[src/rtl/flag_update_ctrl_pkg.sv]
// Shared definitions for the P flag update controller: bit indices, op codes,
// writable mask, flag write payload and the entry-sequence state type.
package flag_update_ctrl_pkg;

   localparam int unsigned FLAG_W = 8;

   localparam int unsigned BIT_C = 0;
   localparam int unsigned BIT_Z = 1;
   localparam int unsigned BIT_I = 2;
   localparam int unsigned BIT_D = 3;
   localparam int unsigned BIT_B = 4;
   localparam int unsigned BIT_U = 5;
   localparam int unsigned BIT_V = 6;
   localparam int unsigned BIT_N = 7;

   localparam logic [FLAG_W-1:0] MASK_C = FLAG_W'(1) << BIT_C;
   localparam logic [FLAG_W-1:0] MASK_I = FLAG_W'(1) << BIT_I;
   localparam logic [FLAG_W-1:0] MASK_D = FLAG_W'(1) << BIT_D;
   localparam logic [FLAG_W-1:0] MASK_B = FLAG_W'(1) << BIT_B;
   localparam logic [FLAG_W-1:0] MASK_U = FLAG_W'(1) << BIT_U;
   localparam logic [FLAG_W-1:0] MASK_V = FLAG_W'(1) << BIT_V;

   // B and U are not physical flag bits, so they are never write-enabled
   localparam logic [FLAG_W-1:0] WRITABLE_MASK = 8'hCF;

   localparam logic [2:0] OP_CLC  = 3'd0;
   localparam logic [2:0] OP_SEC  = 3'd1;
   localparam logic [2:0] OP_CLI  = 3'd2;
   localparam logic [2:0] OP_SEI  = 3'd3;
   localparam logic [2:0] OP_CLD  = 3'd4;
   localparam logic [2:0] OP_SED  = 3'd5;
   localparam logic [2:0] OP_CLV  = 3'd6;
   localparam logic [2:0] OP_NONE = 3'd7;

   typedef struct packed {
      logic [FLAG_W-1:0] ena;
      logic [FLAG_W-1:0] d;
   } flag_wr_t;

   typedef enum logic [1:0] {
      ST_IDLE = 2'd0,
      ST_PUSH = 2'd1,
      ST_SETI = 2'd2,
      ST_DONE = 2'd3
   } state_t;

   function automatic flag_wr_t op_write(input logic [2:0] code);
      flag_wr_t w;
      w = '0;
      case (code)
         OP_CLC: w.ena = MASK_C;
         OP_SEC: begin w.ena = MASK_C; w.d = MASK_C; end
         OP_CLI: w.ena = MASK_I;
         OP_SEI: begin w.ena = MASK_I; w.d = MASK_I; end
         OP_CLD: w.ena = MASK_D;
         OP_SED: begin w.ena = MASK_D; w.d = MASK_D; end
         OP_CLV: w.ena = MASK_V;
         default: w = '0;
      endcase
      return w;
   endfunction

endpackage

[src/rtl/flag_update_ctrl_skid.sv]
// One-deep holding register for an ALU flag update that lost arbitration.
module flag_skid_buffer
   import flag_update_ctrl_pkg::*;
(
   input  logic              clk,
   input  logic              reset,
   input  logic              load,
   input  logic              drain,
   input  logic [FLAG_W-1:0] mask_in,
   input  logic [FLAG_W-1:0] flags_in,
   output logic              full,
   output logic [FLAG_W-1:0] mask,
   output logic [FLAG_W-1:0] flags
);

   always_ff @(posedge clk) begin
      if (!reset) begin
         full  <= 1'b0;
         mask  <= '0;
         flags <= '0;
      end else if (load) begin
         full  <= 1'b1;
         mask  <= mask_in;
         flags <= flags_in;
      end else if (drain) begin
         full  <= 1'b0;
      end
   end

endmodule

[src/rtl/flag_update_ctrl.sv]
// P flag register write sequencer: pull/op/ALU arbitration plus interrupt/BRK entry.
// Build option: CMOS_DCLEAR_EN makes the entry sequence also clear D (65C02).
module flag_update_ctrl
   import flag_update_ctrl_pkg::*;
#(
   parameter int unsigned PUSH_TIMEOUT = 16,
   parameter bit          ENTRY_SET_I  = 1'b1
) (
   input  logic       clk,
   input  logic       reset,
   input  logic [7:0] p_q,
   input  logic       alu_valid,
   input  logic [7:0] alu_mask,
   input  logic [7:0] alu_flags,
   input  logic       op_valid,
   input  logic [2:0] op_code,
   input  logic       pull_valid,
   input  logic [7:0] pull_data,
   input  logic       int_req,
   input  logic       brk_req,
   input  logic       push_ack,
   output logic [7:0] flag_ena,
   output logic [7:0] flag_d,
   output logic       push_valid,
   output logic [7:0] push_data,
   output logic       alu_stall,
   output logic       busy,
   output logic       int_done,
   output logic       push_err
);

   localparam int unsigned CNT_W = 8;

`ifdef CMOS_DCLEAR_EN
   localparam logic [FLAG_W-1:0] SETI_ENA = MASK_I | MASK_D;
`else
   localparam logic [FLAG_W-1:0] SETI_ENA = MASK_I;
`endif

   state_t            state, state_nx;
   logic [CNT_W-1:0]  cnt, cnt_nx;
   flag_wr_t          wr_nx;
   logic              push_valid_nx, int_done_nx, push_err_nx;
   logic [FLAG_W-1:0] push_data_nx;
   logic              entry_req, op_req, alu_win;
   logic              skid_full, skid_load, skid_drain;
   logic [FLAG_W-1:0] skid_mask, skid_flags;

   assign entry_req = int_req | brk_req;
   // op_code NONE is not a request: it neither writes nor blocks the skid
   assign op_req    = op_valid && (op_code != OP_NONE);
   assign alu_stall = skid_full;

   flag_skid_buffer u_skid (
      .clk      (clk),
      .reset    (reset),
      .load     (skid_load),
      .drain    (skid_drain),
      .mask_in  (alu_mask),
      .flags_in (alu_flags),
      .full     (skid_full),
      .mask     (skid_mask),
      .flags    (skid_flags)
   );

   always_ff @(posedge clk) begin
      if (!reset) begin
         state <= ST_IDLE;
         cnt   <= '0;
      end else begin
         state <= state_nx;
         cnt   <= cnt_nx;
      end
   end

   // Arbitration and entry sequencing; outputs describe the cycle being entered
   always_comb begin
      state_nx      = state;
      cnt_nx        = cnt;
      wr_nx         = '0;
      push_valid_nx = push_valid;
      push_data_nx  = push_data;
      int_done_nx   = 1'b0;
      push_err_nx   = 1'b0;
      alu_win       = 1'b0;
      skid_drain    = 1'b0;

      case (state)
         ST_IDLE: begin
            if (entry_req) begin
               state_nx      = ST_PUSH;
               cnt_nx        = '0;
               push_valid_nx = 1'b1;
               push_data_nx  = ((p_q | MASK_U) & ~MASK_B) | (brk_req ? MASK_B : '0);
            end else if (pull_valid) begin
               wr_nx = '{ena: WRITABLE_MASK, d: pull_data};
            end else if (op_req) begin
               wr_nx = op_write(op_code);
            end else if (skid_full) begin
               wr_nx      = '{ena: skid_mask & WRITABLE_MASK, d: skid_flags};
               skid_drain = 1'b1;
            end else if (alu_valid) begin
               wr_nx   = '{ena: alu_mask & WRITABLE_MASK, d: alu_flags};
               alu_win = 1'b1;
            end
         end
         ST_PUSH: begin
            if (push_ack || (cnt == CNT_W'(PUSH_TIMEOUT - 1))) begin
               push_err_nx   = !push_ack;
               push_valid_nx = 1'b0;
               push_data_nx  = '0;
               if (ENTRY_SET_I) begin
                  state_nx = ST_SETI;
                  wr_nx    = '{ena: SETI_ENA, d: MASK_I};
               end else begin
                  state_nx    = ST_DONE;
                  int_done_nx = 1'b1;
               end
            end else begin
               cnt_nx = cnt + CNT_W'(1);
            end
         end
         ST_SETI: begin
            state_nx    = ST_DONE;
            int_done_nx = 1'b1;
         end
         ST_DONE: begin
            state_nx = ST_IDLE;
         end
         default: state_nx = ST_IDLE;
      endcase

      skid_load = alu_valid && !skid_full && !alu_win;
   end

   always_ff @(posedge clk) begin
      if (!reset) begin
         flag_ena   <= '0;
         flag_d     <= '0;
         push_valid <= 1'b0;
         push_data  <= '0;
         busy       <= 1'b0;
         int_done   <= 1'b0;
         push_err   <= 1'b0;
      end else begin
         flag_ena   <= wr_nx.ena;
         flag_d     <= wr_nx.d;
         push_valid <= push_valid_nx;
         push_data  <= push_data_nx;
         busy       <= (state_nx != ST_IDLE);
         int_done   <= int_done_nx;
         push_err   <= push_err_nx;
      end
   end

endmodule

[config.mk]
export PLATFORM = sky130hd
export DESIGN_NAME = flag_update_ctrl
export DESIGN_NICKNAME = d
export VERILOG_FILES = /design/src/rtl/flag_update_ctrl_pkg.sv /design/src/rtl/flag_update_ctrl_skid.sv /design/src/rtl/flag_update_ctrl.sv
export SDC_FILE = /design/constraint.sdc
export NUM_CORES = 1
export LEC_CHECK = 0
export ABC_CLOCK_PERIOD_IN_PS = 2000
export CAP_MARGIN = 20
export CORE_ASPECT_RATIO = 0.8
export CORE_MARGIN = 2
export CORE_UTILIZATION = 33
export DETAILED_ROUTE_END_ITERATION = 8
export PLACE_DENSITY = 0.63
export SLEW_MARGIN = 20
export SYNTH_ARGS = -nofsm -noshare
export SYNTH_HDL_FRONTEND = slang
export SYNTH_SLANG_ARGS = --single-unit
[constraint.sdc]
create_clock -name clk -period 2 [get_ports clk]
set_input_delay 0.3 -clock clk [delete_from_list [all_inputs] [get_ports clk]]
set_output_delay 0.3 -clock clk [all_outputs]
set_load 0.01 [all_outputs]
======== Word-level counts from Yosys, hierarchy flattened ========
Cells that the tools add are included.
storage, ports and cells
  input port bits ......................... 43
  output and inout port bits .............. 29
  register bits after elaboration ......... 55
operators by class
  reduce and logical (&&, ||, !) cells .... 18
  bitwise operators ....................... 2
  eq/ne operators ......................... 14
  add/subtract/negate cells ............... 1
  mux-type cells .......................... 36
operators with widths
  cell                                                                   number
  16-bit two-way mux                                                     5
  8-bit two-way mux                                                      4
  16-bit case mux with 2 select lines                                    1
  8-bit case mux with 2 select lines                                     2
  7-bit case mux with 4 select lines                                     1
  1-bit two-way mux                                                      16
  4-bit case mux with 3 select lines                                     1
  11-bit two-way mux                                                     1
  3-bit equality test, second input constant                             3
  3-bit AND reduction                                                    3
  8-bit by 1-bit adder with 8-bit output, second input constant          1
  8-bit by 4-bit equality test with 1-bit output, second input constant  1
  8-bit by 5-bit OR with 8-bit output                                    1
  2-bit case mux with 4 select lines                                     1
  3-bit by 2-bit equality test with 1-bit output, second input constant  2
  2-bit != test, second input constant                                   3
  2-bit nonzero test                                                     3
  2-bit OR reduction                                                     3
  5-bit two-way mux                                                      1
  2-bit equality test, second input constant                             2
  2-bit two-way mux                                                      2
  3-bit by 1-bit equality test with 1-bit output, second input constant  1
  1-bit logical AND                                                      3
  1-bit zero test                                                        3
  other kinds (7)                                                        7

======== Longest topological paths before layout ========
  word-level depth ........................ 9
  mapped depth ............................ 7

======== Modules after synthesis ========
Synthesis repeated with hierarchy kept, for this count alone.
second synthesis, totals
  cells, all modules ...................... 248
  area total of the unflattened synthesis .. 2,265.9 µm²
by module, submodules not included
  module            times used  cells each  area an instance (µm²)  sequential area each (µm²)
  flag_update_ctrl  1           194         1,616.6                 700.7
  flag_skid_buffer  1           54          649.4                   340.3

======== Least setup slack after synthesis ========
OpenSTA, ideal clock, no wires.
  path type ............................... flip-flop to flip-flop
  from .................................... register cnt[0]
  to ...................................... register cnt[7]
  arrival ................................. 1,576 ps
  buffers on the path ..................... 0
  slack ................................... 354 ps
  clock period less this slack ............ 1,646 ps
  stages on the path, launching flop included .. 6
  setup time .............................. 70 ps
  cells stage by stage .................... dfxtp_1 -> ha_1 -> nand4_1 -> o21ai_1 -> or4b_2 -> a21oi_1
on the way
  word-level cells in the longest chain between the ends .. 4
RTL lines
  element                                                                         RTL line                text
  start, declared                                                                 flag_update_ctrl.sv:41  logic [CNT_W-1:0] cnt, cnt_nx;
  start signal, assigned                                                          flag_update_ctrl.sv:72  cnt <= cnt_nx;
  branches (longest 4 deep; another with 8-bit by 1-bit adder with 8-bit output)  --
Several ways; the timed one is not identified. The select of a mux whose other input is x is not followed.
A chain may end at the register's enable or synchronous reset.

======== Final worst setup path ========
  from .................................... register u_skid.full
  to ...................................... output alu_stall
RTL lines
  element                 RTL line                     text
  start, declared         flag_update_ctrl_skid.sv:11  output logic full,
  start signal, assigned  flag_update_ctrl_skid.sv:18  full <= 1'b0;
  start signal, assigned  flag_update_ctrl_skid.sv:22  full <= 1'b1;
  start signal, assigned  flag_update_ctrl_skid.sv:26  full <= 1'b0;
  end, declared           flag_update_ctrl.sv:26       output logic alu_stall,
No word-level cell between the ends.

==> results_dict.tcl <==
set metrics [dict create \
    core_um2 6858 \
    rows 27 \
    cts_max_level 2 \
    netlist_instances 287 \
    finalWirelength_um 6193 \
    total_power_w 0.002107 \
    dr.pass1.iters 5 \
    drv_slew 0 \
    worstSkewPairLatency_ps 300 \
    vdd_ir_drop_max_mv 0.2797 \
    startpoint_type "register" \
    cts.path.max_buffers 2 \
    clock_skew_ps 6.331 \
    max_freq_mhz 518.6 \
    wl_met3_um 444 \
    status "completed" \
    dp_slack_ps -13.21 \
    final_hold_viol_count 0 \
    hp-class "register to register" \
    ys.flop_type "dfxtp_1" \
    p_per_area_nw_per_um2 647.1 \
    vias_per_cell 5.116 \
    drt_iter0_markers 131 \
    drive_gt1_frac 0.1050 \
    worst_pin_slew_ps 548.5 \
    layout_common_cells "clkdlybuf4s50_1 (65), dfxtp_1 (50), a21oi_1 (44), nand2_1 (34), o21ai_0 (26)" \
    max_cap_violations 0 \
    end_kind "primary output" \
    cts_tree "yes" \
    tns_ps 0 \
    synth_edf_count 0 \
    ys_async_sr_fraction 0 \
    postCtsSetupBuffers 0 \
    met2_length_um 2419 \
    period_share 0.9641 \
    dpl.cell_count 441 \
    cts_buffers 5 \
    period_minus_slack_ps 1928 \
    grt_max_degree 30 \
    wl_per_cell_um 13.79 \
    die-area_um2 7732 \
    synth.distinct_cells 47 \
    worstSetupPathType "register to primary output" \
    vias 2297 \
    io_pins 72 \
    syn_avg_cell_area_um2 8.096 \
    ys_seq_area_frac 0.4308 \
    worst_path_max_delay_cell "dfxtp_1" \
    layout_setup_ws_ps 71.89 \
    port_buffers 65 \
    grt_overflow_total 0 \
    grt_pass1_vias 2041 \
    crit_required_ps 1700 \
    grt_usage 0.1611 \
    area_growth_pct 40.17 \
    fin_nets 405 \
    p_leak_nw 1.169 \
    root_buffer "clkbuf_8" \
    hold_buffers 0 \
    slew-limit-headroom 0.6339 \
    cts_resized 0 \
    clkTransAtPathRegs_ps 90 \
    worst-path-buf-inv 1 \
    fp.dieW_um 97.82 \
    crit_fanout 17 \
    cp.arrival_ps 1630 \
    cp_cell_sequence "clkdlybuf4s50_1" \
    cts.sinks 50 \
    antenna_cells 0 \
    gp_congestion 0.8553 \
    grt_pass1_wl_um 10030 \
    rsz0062_at_grt "no" \
    critical_path.max_stage_delay_ps 680 \
    die_height_um 79.05 \
    routed.top_layer "met4" \
    ys_ff_latch 50 \
    synth.cell_area_um2 2323 \
    path_delay_family "flip-flops" \
    ys_warn_count 0 \
    final_common_cell "clkdlybuf4s50_1" \
    setup_viol 0 \
    dpl.hpwl_um 4402 \
    antenna_found_initial 0 \
    fin_cells 449 \
    wl_met1_um 3227 \
    ant_nets 0 \
    whs_ps 478.3 \
    initial_utilization 0.3388 \
    drc 0 \
]
[worst paths after layout]
path | from | end | slack [ps] | depth (start not counted)
max | u_skid.full | alu_stall | 70 | 1
min | u_skid.flags[0] | u_skid.flags[0] | 480 | 2
max reg2reg | cnt[0] | cnt[4] | 180 | 5
min reg2reg | u_skid.flags[0] | u_skid.flags[0] | 480 | 2
[sequential cells by signal (all words and copies together), names as in the netlist]
signal        count
flag_ena          6
u_skid.mask       6
push_data         8
cnt               8
busy              1
flag_d            8
int_done          1
u_skid.flags      8
u_skid.full       1
push_err          1
state             2
[cell usage after synthesis, drive strengths merged (3+ instances only)]
| cell | instances | share of area |
|---|---|---|
| dfxtp | 50 | 0.43 |
| a21oi | 44 | 0.095 |
| nand2 | 34 | 0.055 |
| o21ai | 30 | 0.065 |
| nor2 | 17 | 0.027 |
| nand3b | 16 | 0.052 |
| clkbuf | 13 | 0.022 |
| nand3 | 12 | 0.026 |
| buf | 10 | 0.027 |
| a22o | 9 | 0.034 |
| a211oi | 4 | 0.013 |
| or3 | 4 | 0.011 |
| or4 | 4 | 0.015 |
| inv | 3 | 0.0048 |
| nor3 | 3 | 0.0065 |
| o41ai | 3 | 0.011 |
| or2 | 3 | 0.0081 |
[cell families after synthesis]
kind of cell / after synthesis / share of synthesized area
multiplexers: 1 / 0.004846
other: 1 / 0.001614
flip-flops: 50 / 0.4308
buffers and inverters: 27 / 0.05546
AO/OA/AOI/OAI: 101 / 0.2628
adder cells (fa/ha/maj): 1 / 0.005384
AND/OR/NAND/NOR: 106 / 0.2391
[layout make-up]
class / count / area [µm²]
Inverter: 4 / 15.01
Clock buffer: 7 / 86.33
Timing Repair Buffer: 89 / 843.3
Tap cell: 87 / 108.9
Clock inverter: 1 / 5.005
Multi-Input combinational cell: 211 / 1197
Sequential cell: 50 / 1001
Fill cell: 682 / 3601
[power breakdown]
group | switching (W) | internal, W | leakage, nW | total, W
clock | 0.000324 | 0.000280 | 0.0482 | 0.000603
combinational | 0.000203 | 0.000224 | 0.712 | 0.000427
sequential | 0.0000337 | 0.00104 | 0.409 | 0.00108
[through the flow]
| stage | instance area [µm²] | util |
|---|---|---|
| after floorplan | 2327 | - |
| after global placement | 3166 | 0.4616 |
| after detailed placement | 3166 | 0.4616 |
| after CTS | 3257 | 0.4749 |
| after global routing | 3257 | 0.4749 |
| final | 3257 | 0.4749 |
[metal layers]
metal,vias to the layer above,global-route usage
met5,-,0
met4,0,0.06250
met3,10,0.03257
met2,89,0.2138
met1,1021,0.2505
li1,1177,-
Power figures use the tool's default switching activity.
